### src/rtl/frb_player_pkg.sv
// rtl/frb_player_pkg.sv - shared state type, DAC field offsets and default sizes for the FRB BRAM player
package frb_player_pkg;

  typedef enum logic [1:0] {
    IDLE  = 2'd0,
    RUN   = 2'd1,
    DRAIN = 2'd2,
    DONE  = 2'd3
  } state_t;

  // DAC sample word layout: channel 0 in the low half, channel 1 in the high half
  localparam int CH0_LSB  = 0;
  localparam int CH1_LSB  = 16;
  localparam int DAC_BITS = 14;

  localparam int DEF_ADDR_WIDTH   = 11;
  localparam int DEF_DATA_WIDTH   = 32;
  localparam int DEF_BRAM_LATENCY = 2;

endpackage

### src/rtl/frb_rate_div.sv
// rtl/frb_rate_div.sv - modulo-(div+1) counter giving one tick every div+1 enabled cycles
module frb_rate_div (
  input  logic        clk,
  input  logic        rst,
  input  logic        clr,
  input  logic        en,
  input  logic [15:0] div,
  output logic        tick
);

  logic [15:0] cnt;

  assign tick = en && (cnt == div);

  // count 0..div and wrap; clr restarts the period so the next tick is div cycles away
  always_ff @(posedge clk or posedge rst) begin
    if (rst) begin
      cnt <= '0;
    end else if (clr) begin
      cnt <= '0;
    end else if (en) begin
      cnt <= (cnt == div) ? 16'd0 : cnt + 16'd1;
    end
  end

endmodule

### src/rtl/frb_bram_player.sv
// rtl/frb_bram_player.sv - BRAM waveform playback sequencer feeding a held DAC sample (FRB_BRAM_PLAYER_BURST_CNT_EN adds burst_cnt)
module frb_bram_player
  import frb_player_pkg::*;
#(
  parameter int ADDR_WIDTH   = DEF_ADDR_WIDTH,
  parameter int DATA_WIDTH   = DEF_DATA_WIDTH,
  parameter int BRAM_LATENCY = DEF_BRAM_LATENCY
) (
  input  logic                  clk,
  input  logic                  rst,
  input  logic                  start,
  input  logic                  stop,
  input  logic [ADDR_WIDTH-1:0] burst_len,
  input  logic [15:0]           rate_div,
  input  logic                  loop_en,
  input  logic [DATA_WIDTH-1:0] default_val,
  output logic [ADDR_WIDTH-1:0] bram_addr,
  output logic                  bram_en,
  input  logic [DATA_WIDTH-1:0] bram_dout,
  output logic [DATA_WIDTH-1:0] dac_val,
  output logic                  dac_valid,
  output logic                  busy,
`ifdef FRB_BRAM_PLAYER_BURST_CNT_EN
  output logic [15:0]           burst_cnt,
`endif
  output logic                  finish
);

  localparam logic [ADDR_WIDTH-1:0] ONE = {{(ADDR_WIDTH-1){1'b0}}, 1'b1};

  state_t                  state;
  logic [ADDR_WIDTH-1:0]   len_q;
  logic [ADDR_WIDTH-1:0]   addr_q;
  logic [15:0]             rate_q;
  logic                    loop_q;
  logic [BRAM_LATENCY-1:0] vld_pipe;

  logic                  go;
  logic                  abort;
  logic                  tick;
  logic                  tail;
  logic                  issue;
  logic                  iss_last;
  logic                  iss_loop;
  logic                  drain_done;
  logic                  div_clr;
  logic                  div_en;
  logic [ADDR_WIDTH-1:0] iss_addr;
  logic [ADDR_WIDTH-1:0] iss_len;

  // bram_en is registered, so the read for the next cycle is decided one cycle early:
  // on the accepting start edge (address 0) and on every divider tick while running
  always_comb begin
    go         = (state == IDLE) && start && !stop && (burst_len != '0);
    abort      = stop && ((state == RUN) || (state == DRAIN));
    tail       = vld_pipe[BRAM_LATENCY-1];
    iss_addr   = go ? '0 : addr_q;
    iss_len    = go ? burst_len : len_q;
    iss_loop   = go ? loop_en : loop_q;
    iss_last   = (iss_addr == (iss_len - ONE));
    issue      = go || ((state == RUN) && tick && !stop);
    drain_done = (state == DRAIN) && !bram_en && (vld_pipe == '0) && tick;
    div_clr    = go || ((state == DRAIN) && tail);
    div_en     = (state == RUN) || (state == DRAIN);
  end

  frb_rate_div u_rate_div (
    .clk  (clk),
    .rst  (rst),
    .clr  (div_clr),
    .en   (div_en),
    .div  (rate_q),
    .tick (tick)
  );

  // playback FSM: issues reads, tracks in-flight reads, loads and holds DAC samples
  always_ff @(posedge clk or posedge rst) begin
    if (rst) begin
      state     <= IDLE;
      len_q     <= '0;
      addr_q    <= '0;
      rate_q    <= '0;
      loop_q    <= 1'b0;
      vld_pipe  <= '0;
      bram_addr <= '0;
      bram_en   <= 1'b0;
      dac_val   <= '0;
      dac_valid <= 1'b0;
      busy      <= 1'b0;
      finish    <= 1'b0;
    end else begin
      bram_en   <= 1'b0;
      dac_valid <= 1'b0;
      finish    <= 1'b0;
      vld_pipe[0] <= bram_en;
      for (int i = 1; i < BRAM_LATENCY; i++) begin
        vld_pipe[i] <= vld_pipe[i-1];
      end

      if (abort) begin
        // in-flight reads are dropped so no stale sample reaches the DAC
        state    <= IDLE;
        vld_pipe <= '0;
        busy     <= 1'b0;
        finish   <= 1'b1;
        dac_val  <= default_val;
      end else begin
        if (tail) begin
          dac_val   <= bram_dout;
          dac_valid <= 1'b1;
        end
        if (go) begin
          len_q  <= burst_len;
          rate_q <= rate_div;
          loop_q <= loop_en;
        end
        if (issue) begin
          bram_en   <= 1'b1;
          bram_addr <= iss_addr;
          busy      <= 1'b1;
          if (!iss_last) begin
            addr_q <= iss_addr + ONE;
            state  <= RUN;
          end else if (iss_loop) begin
            addr_q <= '0;
            state  <= RUN;
          end else begin
            state  <= DRAIN;
          end
        end
        case (state)
          IDLE:  dac_val <= default_val;
          DRAIN: begin
            if (drain_done) begin
              state   <= DONE;
              busy    <= 1'b0;
              finish  <= 1'b1;
              dac_val <= default_val;
            end
          end
          DONE: begin
            state   <= IDLE;
            dac_val <= default_val;
          end
          default: ;
        endcase
      end
    end
  end

`ifdef FRB_BRAM_PLAYER_BURST_CNT_EN
  // completed passes: each looped last-address issue or a normal end; aborts do not count
  always_ff @(posedge clk or posedge rst) begin
    if (rst) begin
      burst_cnt <= '0;
    end else if (go) begin
      burst_cnt <= '0;
    end else if (!abort && ((issue && iss_last && iss_loop) || drain_done)
                 && (burst_cnt != 16'hFFFF)) begin
      burst_cnt <= burst_cnt + 16'd1;
    end
  end
`endif

endmodule

### config.mk
export PLATFORM = sky130hd
export DESIGN_NAME = frb_bram_player
export DESIGN_NICKNAME = d
export VERILOG_FILES = /design/src/rtl/frb_player_pkg.sv /design/src/rtl/frb_rate_div.sv /design/src/rtl/frb_bram_player.sv
export SDC_FILE = /design/constraint.sdc
export NUM_CORES = 1
export LEC_CHECK = 0
export ABC_AREA = 1
export CAP_MARGIN = 20
export CORE_ASPECT_RATIO = 0.5
export CORE_MARGIN = 2
export CORE_UTILIZATION = 56
export DETAILED_ROUTE_END_ITERATION = 10
export PLACE_DENSITY = 0.85
export SYNTH_ARGS = -nofsm -noshare
export SYNTH_HDL_FRONTEND = slang
export SYNTH_SLANG_ARGS = --single-unit
export TNS_END_PERCENT = 50
### constraint.sdc
create_clock -name clk -period 10.24 [get_ports clk]
set_input_delay 2.048 -clock clk [delete_from_list [all_inputs] [get_ports clk]]
set_output_delay 2.048 -clock clk [all_outputs]
set_load 0.1 [all_outputs]
# [Word level (Yosys, flattened, before mapping)]
# Cells that the tools add are included.
[totals] register_bits=106 wordCells=77
[classes] add_sub_neg=3 eq_ne=6 muxes=30 n_bitwise=1 reduce_logical=24
[op_table] op="$mux 32" count=3
[op_table] op="$pmux 32 s2" count=1
[op_table] op="$mux 16" count=3
[op_table] op="$mux 11" count=4
[op_table] op="$add 16x1->16 const B" count=1
[op_table] op="$eq 16x16->1" count=1
[op_table] op="$mux 1" count=12
[op_table] op="$mux 2" count=6
[op_table] op="$add 11x1->11 const B" count=1
[op_table] op="$eq 11x11->1" count=1
[op_table] op="$logic_and 1x1->1" count=11
[op_table] op="$reduce_bool 11->1" count=1
[op_table] op="$sub 11x1->11 const B" count=1
[op_table] op="$eq 2x2->1 const B" count=2
[op_table] op="$logic_not 2->1" count=2
[op_table] op="$pmux 2 s2" count=1
[op_table] op="$reduce_and 2->1" count=2
[op_table] op="$logic_or 1x1->1" count=3
[op_table] op="$reduce_and 3->1" count=1
[op_table] op="$eq 2x1->1 const B" count=1
[op_table] op="$logic_not 1->1" count=2
[op_table] op="$ne 2x1->1 const B" count=1
[op_table] op="$reduce_bool 2->1" count=1
[op_table] op="$reduce_or 2->1" count=1
[op_table] op="$not 1->1" count=1

# [Longest topological paths before layout]
# Gate-level depths: netlist (run 1).
[depth] word_depth=12 ltp_mapped=24

# [By module]
# A second synthesis (run 1) with hierarchy kept.
[unflattened] hier_cells=801 area_unflattened_um2=5979.5
[modules_own_cells] module="frb_bram_player" instances=1 cells_per_inst=598 area_each_um2=4755.8 seq_area_each_um2=2252.2
[modules_own_cells] module="frb_rate_div" instances=1 cells_per_inst=203 area_each_um2=1223.7 seq_area_each_um2=400.4

# [Least setup slack after synthesis (run 1)]
# No wires, ideal clock.
[synth_timing] path_type="input to register" startpoint="in burst_len[4]" endpoint="reg addr_q[10]" setup_time_ns=0.121 arrival_time_ns=4.073 slack_ns=6.046 stages=22 n_path_buf=2 path_cell_list="inv_1 > nand2_1 > nor2_1 > nand2_4 > nand2_8 > buf_8 > nand2_1 > o21ai_2 > ha_1 > nand3_1 > nand2_1 > nor2_1 > nand2_1 > nor2_1 > nand2_1 > nor2_1 > nand2_1 > nor2_2 > nand3_2 > nand2_4 > buf_8 > o21ai_1"
[synth_between] elab_chain_len=7
[synth_rtl] item="start: declaration" line_no="frb_bram_player.sv:13" rtl="input logic [ADDR_WIDTH-1:0] burst_len,"
[synth_rtl] item="$reduce_bool 11->1" line_no="frb_bram_player.sv:54" rtl="go = (state == IDLE) && start && !stop && (burst_len != '0);"
[synth_rtl] item="$logic_and 1x1->1" line_no="frb_bram_player.sv:54"
[synth_rtl] item="$mux 11"
[synth_rtl] item="$sub 11x1->11" line_no="frb_bram_player.sv:60" rtl="iss_last = (iss_addr == (iss_len - ONE));"
[synth_rtl] item="$eq 11x11->1" line_no="frb_bram_player.sv:60"
[synth_rtl] item="$ne 2x1->1 (no source line)"
[synth_rtl] item="$reduce_and 3->1 (no source line)"
[synth_rtl] item="end signal: assignment" line_no="frb_bram_player.sv:122" rtl="addr_q <= iss_addr + ONE;"
[synth_rtl] item="end: declaration" line_no="frb_bram_player.sv:33" rtl="logic [ADDR_WIDTH-1:0] addr_q;"
# Parallel ways exist; a longest one is shown, timed or not.
# A chain may end at the register's enable or synchronous reset.

# [Worst setup path in the final report (run 1)]
[layout_timing] startpoint="in stop" endpoint="reg state[1]"
[layout_between] elab_chain_len=11
[layout_rtl] item="start: declaration" line_no="frb_bram_player.sv:12" rtl="input logic stop,"
[layout_rtl] item="$logic_not 1->1" line_no="frb_bram_player.sv:54, frb_bram_player.sv:61"
[layout_rtl] item="$logic_and 1x1->1 (2 in series)" line_no="frb_bram_player.sv:54"
[layout_rtl] item="$mux 11"
[layout_rtl] item="$sub 11x1->11" line_no="frb_bram_player.sv:60"
[layout_rtl] item="$eq 11x11->1" line_no="frb_bram_player.sv:60"
[layout_rtl] item="$mux 2" line_no="frb_bram_player.sv:121" rtl="if (!iss_last) begin"
[layout_rtl] item="$mux 2" line_no="frb_bram_player.sv:117" rtl="if (issue) begin"
[layout_rtl] item="$mux 2" line_no="frb_bram_player.sv:134" rtl="if (drain_done) begin"
[layout_rtl] item="$pmux 2 s2" line_no="frb_bram_player.sv:131" rtl="case (state)"
[layout_rtl] item="$mux 2 (*)" line_no="frb_bram_player.sv:100" rtl="if (abort) begin"
[layout_rtl] item="end signal: assignment" line_no="frb_bram_player.sv:102" rtl="state <= IDLE;"
[layout_rtl] item="end signal: assignment" line_no="frb_bram_player.sv:123" rtl="state <= RUN;"
[layout_rtl] item="end signal: assignment" line_no="frb_bram_player.sv:135" rtl="state <= DONE;"
[layout_rtl] item="end: declaration" line_no="frb_bram_player.sv:31" rtl="state_t state;"
# Mark *: on every way between the ends. The rest lies on a longest branch, timed or not.

==> results of run 1 <==
final timing paths:
check | to | cells past startpoint | from
setup reg to reg | state[1] | 21 | state[1]
hold / removal | bram_addr[5] | 2 | bram_addr[5]
max in group asynchronous | vld_pipe[1] | 3 | rst
min in group asynchronous | loop_q | 2 | rst
setup / recovery | state[1] | 19 | stop
hold reg to reg | bram_addr[5] | 2 | bram_addr[5]
worst max-delay path, cell delays in order:
cell and delay, ns:
clkdlybuf4s50_1 0.51, nor2_4 0.35, nand2_8 0.26, nand2_1 0.15, o21ai_2 0.09, ha_1 0.32, nand3_1 0.10, nand2_1 0.06
nor2_1 0.08, nand2_1 0.06, nor2_1 0.10, nand2_1 0.06, nor2_1 0.08, nand2_1 0.07, nor2_2 0.11, nand3_2 0.09
nand2_4 0.30, nand2_1 0.09, a21oi_1 0.13
cells by family (layout without fill, tap and decap cells):
family / Yosys count / in the layout
DFF: 106 / 106
xor gates and xnor gates: 16 / 16
adders and majority gates: 8 / 8
muxes: 32 / 32
buffers and inverters: 153 / 273
and+or+nand+nor: 398 / 398
AOI/OAI and AO/OA: 171 / 171
cell usage in the layout (no fill, tap or decap), types with 19 or more instances in the layout:
cell / count
a21oi_1: 31
clkdlybuf4s50_1: 142
dfrtp_1: 105
inv_1: 102
mux2i_1: 32
nand2_1: 219
nand2_2: 19
nand3_1: 52
nor2_1: 41
nor3_1: 22
o211ai_1: 22
o21ai_0: 76
final cells by class:
type                            instances  area share, %
Clock buffer                           12          2.927
Clock inverter                          2         0.1783
Inverter                              110          4.932
Multi-Input combinational cell        625          40.35
Sequential cell                       106          31.51
Tap cell                              165          2.451
Timing Repair Buffer                  149          17.65
metal layers:
layer / vias to the layer above / wire length (um)
met5: - / 0
met4: 0 / 176
met3: 20 / 996
met2: 197 / 8735
met1: 3026 / 7457
li1: 3124 / -
sequential cells by signal, summed over array words and instances, names as in the netlist, 2 cells and up:
signal          count
bram_addr          11
rate_q             16
vld_pipe            2
dac_val            32
len_q              11
u_rate_div.cnt     16
addr_q             11
state               2
per-stage QoR:
stage               std cells  area [um2]  hold slack, ns  worst slack (ns)
floorplan                 884        6674          0.4547             5.403
global placement         1154        8140          0.4661             5.237
detailed placement       1154        8140          0.4742             5.113
CTS                      1168        8402          0.4994             5.462
global route             1169        8422          0.5258             5.077
finish                   1169        8422          0.4939             5.435
where the power goes:
group / internal, mW / leakage [nW] / total [mW] / switching [mW]
combinational: 0.466 / 2.38 / 1.60 / 1.13
clock: 0.169 / 0.121 / 0.319 / 0.150
sequential: 0.573 / 1.34 / 0.682 / 0.108
total: 1.21 / 3.84 / 2.60 / 1.39
==> qor.yml, run 1 <==
outcome:
  status: "complete, no violations"
clock_tree:
  clock_latency_ns: 0.35
  cts_tree: "done"
  clockRootBuffer: "clkbuf_16"
  clk_pin_slew_ns: 0.07
  clk_path_buf_depth: 2
  cts_resized: 0
  postCtsHoldBufs: 0
  clock_sinks: 106
  numCtsBuffers: 9
  post_cts_buffers: 0
  htree_levels: 3
drt:
  wl_per_cell_um: 14.86
  final_antenna_net_count: 0
  drt_iter0_drc: 502
  vias: 6367
  dr.pass1.iters: 5
  routed_wirelength_um: 17370
  drt_drc_violations_left: 0
  via_per_inst: 5.447
grt:
  grt_start_max_net_pins: 71
  grt_pass1_wl_um: 28410
  grt_antenna_before_repair: 0
  met1_usage_pct: 34.50
  grt_pass1_vias: 6267
  grt_overflow: 0
  grt_usage_pct: 27.66
  use_met2_pct: 49.65
  grt_busiest_layer: "met2"
  groute.layer.met3.usage_pct: 5.016
logic_synthesis:
  synth_compound_area_share_pct: 15.17
  yosys.area_share.xor_xnor_pct: 2.100
  ys_seq_elements: 106
  ys_types: 40
  synth.largest_area_cell: "dfrtp_1"
  postSynthAreaPerCell_um2: 7.550
  synth_edf_count: 0
  synth_top_flop_cell: "dfrtp_1"
  async_flop_share_pct: 100.0
  synth_fa_ha_area_share_pct: 1.500
  yosys.area_share.simple_pct: 27.32
  syn_nets: 988
  syn_area_mm2: 0.006674
  synth_top_family_by_area: "simple AND/OR/NAND/NOR gates"
  synthTopCellsByCount: "nand2_1 (220), dfrtp_1 (106), inv_1 (103)"
  synth.area.mux_share_pct: 4.799
  syn-instance-count: 884
  yosysWarnings: 0
  synth.top_cell.area_share_pct: 39.75
  synth_area_leaders: "dfrtp_1 (40%), nand2_1 (12%), inv_1 (5.8%), o21ai_0 (5.7%), mux2i_1 (4.8%)"
  yosysSeqAreaShare_pct: 39.75
  post-synth-top-count-cell: "nand2_1"
final_layout:
  fin_nets: 1105
  drive_gt1_share_pct: 8.865
  n_fill_cell: 933
  insertedDiodeCount: 0
  fin_util_pct: 71.97
  seq_area_mm2: 0.002654
  multi_input_area_mm2: 0.003398
  syn_to_final_growth_pct: 26.19
sta:
  setup_tns_ns: 0
  fmax_mhz: 208.1
  slew_violations: 0
  finalHoldViolCount: 0
  finalCritPeriodShare_pct: 46.93
  period_minus_slack_ns: 4.805
  grt_setup_unrepaired: "false"
  slew-limit-headroom_pct: 29.75
  setup_viol: 0
  worstMarginPinSlew_ns: 1.054
  skew_ns: 0.008539
floorplanning:
  core_mm2: 0.01170
  rows: 28
  die_x_um: 158.4
  start_util_pct: 57.04
  die_area_mm2: 0.01286
  io_pins: 143
  die_h_um: 81.20
place:
  io_buffers: 142
  dp_hpwl_um: 12260
  place_congestion: 0.9016
power:
  p_leak_nw: 3.840
  power_density_mw_per_mm2: 308.6
  p_total_mw: 2.599
  ir_drop_mv: 0.2269
critical_path:
  worstSetupPathType: "in2reg"
  arrival_ns: 5.08
  regToRegSetupSlack_ns: 6.90
  crit_path_end_kind: "flip-flop"
  crit_fanout: 44
  required_ns: 10.51
  startpoint_type: "input pin"
min_path:
  hold_path_class: "reg2reg"
job:
  maxCapViolCount: 0
(Power assumes the default switching activity.)
==> run 2, diff against run 1 <==
Settings changed: CORE_UTILIZATION 56 to 52, PLACE_DENSITY 0.85 to 0.79.
Clock period 10.24 ns to 4.5 ns, I/O delays scaled along.
==> run 2 against run 1 <==
Core utilization decreased by 4.6 points. Cell count increased by 0.77%. Non-clock buffer count increased by 2. Clock-buffer cell count unchanged. Die area increased by 7.4%. Register-to-register slack got worse by 5.8 ns. Combinational power increased by 130%. Flip-flop and latch count unchanged. Critical path type unchanged. Largest cell class unchanged.
==> qor.yml, run 2 (synthesized netlist as in run 1, its figures left out) <==
outcome:
  status: "complete, no violations"
sta:
  skew_ns: 0.01018  # +0.001640 ns
  fin_ws_ns: 0.8271  # -4.608 ns
  finalCritPeriodShare_pct: 81.62
  grt_setup_unrepaired: "false"
  slew-limit-headroom_pct: 32.01  # +2.3 points
  fmax_mhz: 272.3
  setup_viol: 0  # unchanged
  slew_violations: 0  # unchanged
  worstMarginPinSlew_ns: 1.019  # -0.03514 ns
  period_minus_slack_ns: 3.673
  finalHoldViolCount: 0  # unchanged
  setup_tns_ns: 0  # unchanged
place:
  dpl_worst_slack_ns: 0.5196  # -4.594 ns
  place_congestion: 0.9015  # about the same
  dp_hpwl_um: 12270  # +0.12%
  io_buffers: 142  # unchanged
drt:
  vias: 6364  # -0.047%
  via_per_inst: 5.402  # -0.81%
  final_antenna_net_count: 0  # unchanged
  wl_per_cell_um: 14.86  # about the same
  drt_drc_violations_left: 0  # unchanged
  drt_iter0_drc: 617  # +23%
  routed_wirelength_um: 17510  # +0.83%
  dr.pass1.iters: 7  # +2
critical_path:
  arrival_ns: 3.94  # -1.14 ns
  crit_fanout: 44  # unchanged
  cp_top_family: "simple AND/OR/NAND/NOR gates"
  worstSetupPathType: "in2reg"
  path_cells: "clkdlybuf4s50_1 -> nor2_1 -> nand2_1 -> nor2_2 -> nand2_4 -> nand2_8 -> nand2_1 -> o21ai_2 -> ha_1 -> nand2_1 -> nor2_4 -> nand2_1 -> nand2_1 -> nand2_1 -> o21ai_2 -> nand2_1 -> nor2_2 -> nand3_2 -> nand2_4 -> nand2_1 -> a21oi_1"
  crit_path_top_delay_cell: "clkdlybuf4s50_1"
  critPathBufInv: 1  # unchanged
  cp_slowest_stage_delay_ns: 0.46  # -0.05 ns
  regToRegSetupSlack_ns: 1.15  # -5.75 ns
  reg2reg_depth: 21  # unchanged
  crit_top_cell: "nand2_1"
  startpoint_type: "input pin"
  reg2reg_from: "state[0]"
  crit_path_end_kind: "flip-flop"
  path_depth: 21  # +2
  r2r_end: "state[1]"
  required_ns: 4.77  # -5.74 ns
grt:
  grt_usage_pct: 25.66  # -2.0 points
  grt_pass1_wl_um: 28860  # +1.6%
  grt_start_max_net_pins: 73  # +2.8%
  grt_pass1_vias: 6126  # -2.2%
  grt_antenna_before_repair: 0  # unchanged
  grt_overflow: 0  # unchanged
clock_tree:
  clk_path_buf_depth: 2  # unchanged
  cts_tree: "done"
  cts_resized: 0  # unchanged
  clock_latency_ns: 0.35  # about the same
  htree_levels: 3  # unchanged
  clockRootBuffer: "clkbuf_16"
  clk_pin_slew_ns: 0.07  # about the same
  clock_sinks: 106  # unchanged
  post_cts_buffers: 0  # unchanged
  numCtsBuffers: 9  # unchanged
  postCtsHoldBufs: 0  # unchanged
final_layout:
  multi_input_area_mm2: 0.003398  # unchanged
  final_cell_mix: "nand2_1 (219), clkdlybuf4s50_1 (142), dfrtp_1 (105), inv_1 (102), o21ai_0 (76)"
  layout.cells.most_common: "nand2_1"
  drive_gt1_share_pct: 9.325  # +0.46 points
  n_fill_cell: 1056  # +13%
  seq_area_mm2: 0.002654  # unchanged
  insertedDiodeCount: 0  # unchanged
  largestRegisters: "dac_val (32), rate_q (16), u_rate_div.cnt (16)"
  regMostFlops: "dac_val"
  largest_reg_flops: 32  # unchanged
  syn_to_final_growth_pct: 27.18
  fin_nets: 1107  # +0.18%
min_path:
  hold_path_class: "reg2reg"
  holdPathStages: 2  # unchanged
  hp-start: "bram_addr[7]"
  whs_endpoint: "bram_addr[7]"
floorplanning:
  start_util_pct: 53.01  # -4.0 points
  die_h_um: 84.11  # +3.6%
  die_area_mm2: 0.01381  # +7.4%
  core_mm2: 0.01259  # +7.6%
  io_pins: 143  # unchanged
  die_x_um: 164.2  # +3.7%
  rows: 29  # +3.6%
power:
  ir_drop_mv: 0.4826  # +110%
  p_leak_nw: 3.874  # +0.89%
  power_density_mw_per_mm2: 707.3  # +130%
job:
  maxCapViolCount: 0  # unchanged
## run 2: changes by cell type in the layout (fill, tap and decap cells not counted)
cell,delta
clkbuf_1,-1
clkinv_2,+1
bufinv_16,+1
clkbuf_8,+1
buf_4,+2
## run 2: final cells by class
type / instances / area share (%)
clock buffers: 12 / 3.022
clock inverters: 4 / 0.5896
inverters: 110 / 4.894
multi-input cells: 625 / 40.04
flip-flops and latches: 106 / 31.26
well taps: 170 / 2.506
repair buffers: 151 / 17.69
## run 2: per-layer routing
metal	vias to the layer above	GRT usage (%)	wire [um]
met2	199	42.68	8211
met3	32	4.819	1033
met5	-	0	0
met4	0	6.938	284
met1	3015	34.60	7980
li1	3118	-	-
## run 2: metrics by stage
stage               total power, mW  hold slack (ns)  std cells  util (%)  cell area [um2]
floorplan                     4.330           0.4547        884         -             6674
global placement              5.086           0.4695       1161     64.82             8162
detailed placement            5.170           0.4765       1161     64.82             8162
CTS                           5.994           0.4962       1177     67.26             8468
global route                  6.376           0.5194       1178     67.42             8488
finish                        6.004           0.4881       1178     67.42             8488
## run 2: how the worst max path moves through the flow
stage                  start        end  slack [ns]
2_1_floorplan            rst  addr_q[0]        0.81
3_5_place_dp            stop   state[1]        0.52
6_report       burst_len[10]   state[1]        0.83
3_3_place_gp            stop   state[1]        0.59
5_1_grt         burst_len[8]   state[1]        0.48
4_1_cts         burst_len[8]   state[1]        0.82
## run 2: power by group
group	total (mW)	internal, mW	switching, mW
combinational	3.67	1.06	2.61
sequential	1.51	1.30	0.208
clock	0.819	0.462	0.357
total	6.00	2.83	3.18
## run 2: worst reg2reg max path, stage by stage, from the launching register on
cell and delay, ns:
dfrtp_1 0.42, inv_1 0.12, ha_1 0.20, nand2_1 0.09
nor2_4 0.30, nand2_8 0.26, nand2_1 0.17, o21ai_2 0.09
ha_1 0.32, nand3_1 0.08, nand2_1 0.06, nor2_1 0.08
nand2_1 0.06, nor2_1 0.10, nand2_1 0.06, nor2_1 0.08
nand2_1 0.06, nor2_2 0.11, nand3_2 0.09, nand2_4 0.29
nand2_1 0.09, a21oi_1 0.14
==> run 3, diff against run 2 <==
Clock period 4.5 ns to 3.45 ns, I/O delays scaled along.
==> run 3 against run 2 <==
Worst hold slack improved by 0.0040 ns. Flip-flop and latch count did not move. Largest power group unchanged. Critical endpoint is now addr_q[3]. Critical path type unchanged. First-iteration DRC count fell by 5.3%. Via count rose by 1.8%.
==> qor.yml, run 3 (synthesized netlist as in run 1, its figures left out) <==
final_layout:
  final_cells: 1197  # +1.6%
  layout.cells.most_common: "nand2_1"
  largestRegisters: "dac_val (32), rate_q (16), u_rate_div.cnt (16)"
  fin_util_pct: 68.58  # +1.2 points
  multi_input_area_mm2: 0.003398  # unchanged
  fin_nets: 1127  # +1.8%
  insertedDiodeCount: 0  # unchanged
  syn_to_final_growth_pct: 29.38
  n_fill_cell: 1010  # -4.4%
  regMostFlops: "dac_val"
  fin_area_mm2: 0.008635  # +1.7%
  drive_gt1_share_pct: 12.17  # +2.8 points
  final_cell_mix: "nand2_1 (219), clkdlybuf4s50_1 (131), dfrtp_1 (105), inv_1 (102), o21ai_0 (76)"
  largest_reg_flops: 32  # unchanged
  seq_area_mm2: 0.002654  # unchanged
floorplanning:
  die_h_um: 84.11  # unchanged
  core_mm2: 0.01259  # unchanged
  die_area_mm2: 0.01381  # unchanged
  start_util_pct: 53.01  # unchanged
  die_x_um: 164.2  # unchanged
  io_pins: 143  # unchanged
  rows: 29  # unchanged
clock_tree:
  clk_path_buf_depth: 2  # unchanged
  cts_tree: "done"
  cts_resized: 0  # unchanged
  numCtsBuffers: 9  # unchanged
  clk_pin_slew_ns: 0.07  # about the same
  post_cts_buffers: 0  # unchanged
  clockRootBuffer: "clkbuf_16"
  clock_sinks: 106  # unchanged
  clock_latency_ns: 0.35  # about the same
  postCtsHoldBufs: 0  # unchanged
  htree_levels: 3  # unchanged
critical_path:
  arrival_ns: 3.38  # -0.56 ns
  required_ns: 3.72  # -1.05 ns
  reg2reg_from: "state[1]"
  crit_fanout: 11  # -75%
  crit_path_end_kind: "flip-flop"
  worstSetupPathType: "in2reg"
  worstSetupStartpoint: "burst_len[10]"
  startpoint_type: "input pin"
  regToRegSetupSlack_ns: 0.53  # -0.62 ns
power:
  p_leak_nw: 3.996  # +3.2%
  ir_drop_mv: 0.7595  # +57%
  power_density_mw_per_mm2: 915.8  # +29%
place:
  place_congestion: 0.8994  # -0.23%
  io_buffers: 142  # unchanged
  dpl_cell_area_mm2: 0.008330  # +2.1%
  numPlacedInstances: 1182  # +1.8%
  dp_hpwl_um: 13000  # +5.9%
grt:
  grt_overflow: 0  # unchanged
  grt_pass1_wl_um: 29690  # +2.9%
  grt_start_max_net_pins: 107  # +47%
  grt_antenna_before_repair: 0  # unchanged
  grt_usage_pct: 26.40  # +0.74 points
  grt_pass1_vias: 6528  # +6.6%
drt:
  routed_wirelength_um: 17910  # +2.3%
  dr.pass1.iters: 6  # -1
  drt_iter0_drc: 584  # -5.3%
  wl_per_cell_um: 14.96  # +0.64%
  drt_drc_violations_left: 0  # unchanged
  vias: 6478  # +1.8%
  final_antenna_net_count: 0  # unchanged
  via_per_inst: 5.412  # +0.18%
sta:
  slew_violations: 0  # unchanged
  period_minus_slack_ns: 3.109
  grt_setup_unrepaired: "false"
  finalHoldViolCount: 0  # unchanged
  fmax_mhz: 321.7
  setup_tns_ns: 0  # unchanged
  skew_ns: 0.007765  # -0.002413 ns
  finalCritPeriodShare_pct: 90.11
  slew-limit-headroom_pct: 31.96  # -0.056 points
  worstMarginPinSlew_ns: 1.017  # -0.001218 ns
  hold_ws_ns: 0.4922  # +0.004046 ns
  setup_viol: 0  # unchanged
job:
  maxCapViolCount: 0  # unchanged
min_path:
  hold_path_class: "reg2reg"
  hp-start: "bram_addr[9]"
outcome:
  status: "complete, no violations"
==> run 3: routing by layer <==
layer	global-route usage (%)	vias to the layer above	part of all wire [%]
met5	0	-	0
met4	6.858	0	1.5
met3	4.521	22	6.5
met2	46.63	211	49
met1	33.68	3086	43
li1	-	3159	-
==> run 3: power breakdown <==
| part | internal (mW) | total, mW | switching [mW] |
|---|---|---|---|
| Combinational | 1.44 | 4.86 | 3.42 |
| Sequential | 1.70 | 1.98 | 0.281 |
| Clock | 0.599 | 1.06 | 0.464 |
==> run 3: path summary, 6_finish.rpt <==
path                           endpoint  cells after the start
max in group asynchronous   vld_pipe[1]                      3
setup / recovery              addr_q[3]                     18
min in group asynchronous     rate_q[2]                      3
hold reg to reg            bram_addr[9]                      2
setup reg to reg              addr_q[3]                     16
hold / removal             bram_addr[9]                      2
==> run 3: layout make-up <==
type	instances	area share (%)
clock inverters	4	0.5941
multi-input cells	625	39.36
well taps	170	2.463
flip-flops and latches	106	30.73
repair buffers	171	19.10
inverters	110	4.825
clock buffers	11	2.927
==> run 3: critical path, stage by stage <==
cell and delay [ns]:
clkdlybuf4s50_1 0.47, nor2_1 0.13, nand2_1 0.07, nor2_2 0.12
nand2_4 0.09, nand2_8 0.09, nand2_1 0.06, o21ai_2 0.09
ha_1 0.22, nand2_1 0.10, nor2_4 0.15, nand2_1 0.08
nor2_1 0.15, xor2_1 0.19, nor2_2 0.07, nand2_1 0.30
nand3_1 0.15, o21ai_2 0.16
==> run 3: metrics by stage <==
| step | setup slack [ns] | power (mW) |
|---|---|---|
| 2_1_floorplan | 0.6141 | 5.649 |
| 3_3_place_gp | 0.1134 | 6.713 |
| 3_5_place_dp | -0.008815 | 6.847 |
| 4_1_cts | 0.3545 | 7.927 |
| 5_1_grt | 0.1604 | 8.410 |
| 6_report | 0.3414 | 7.907 |
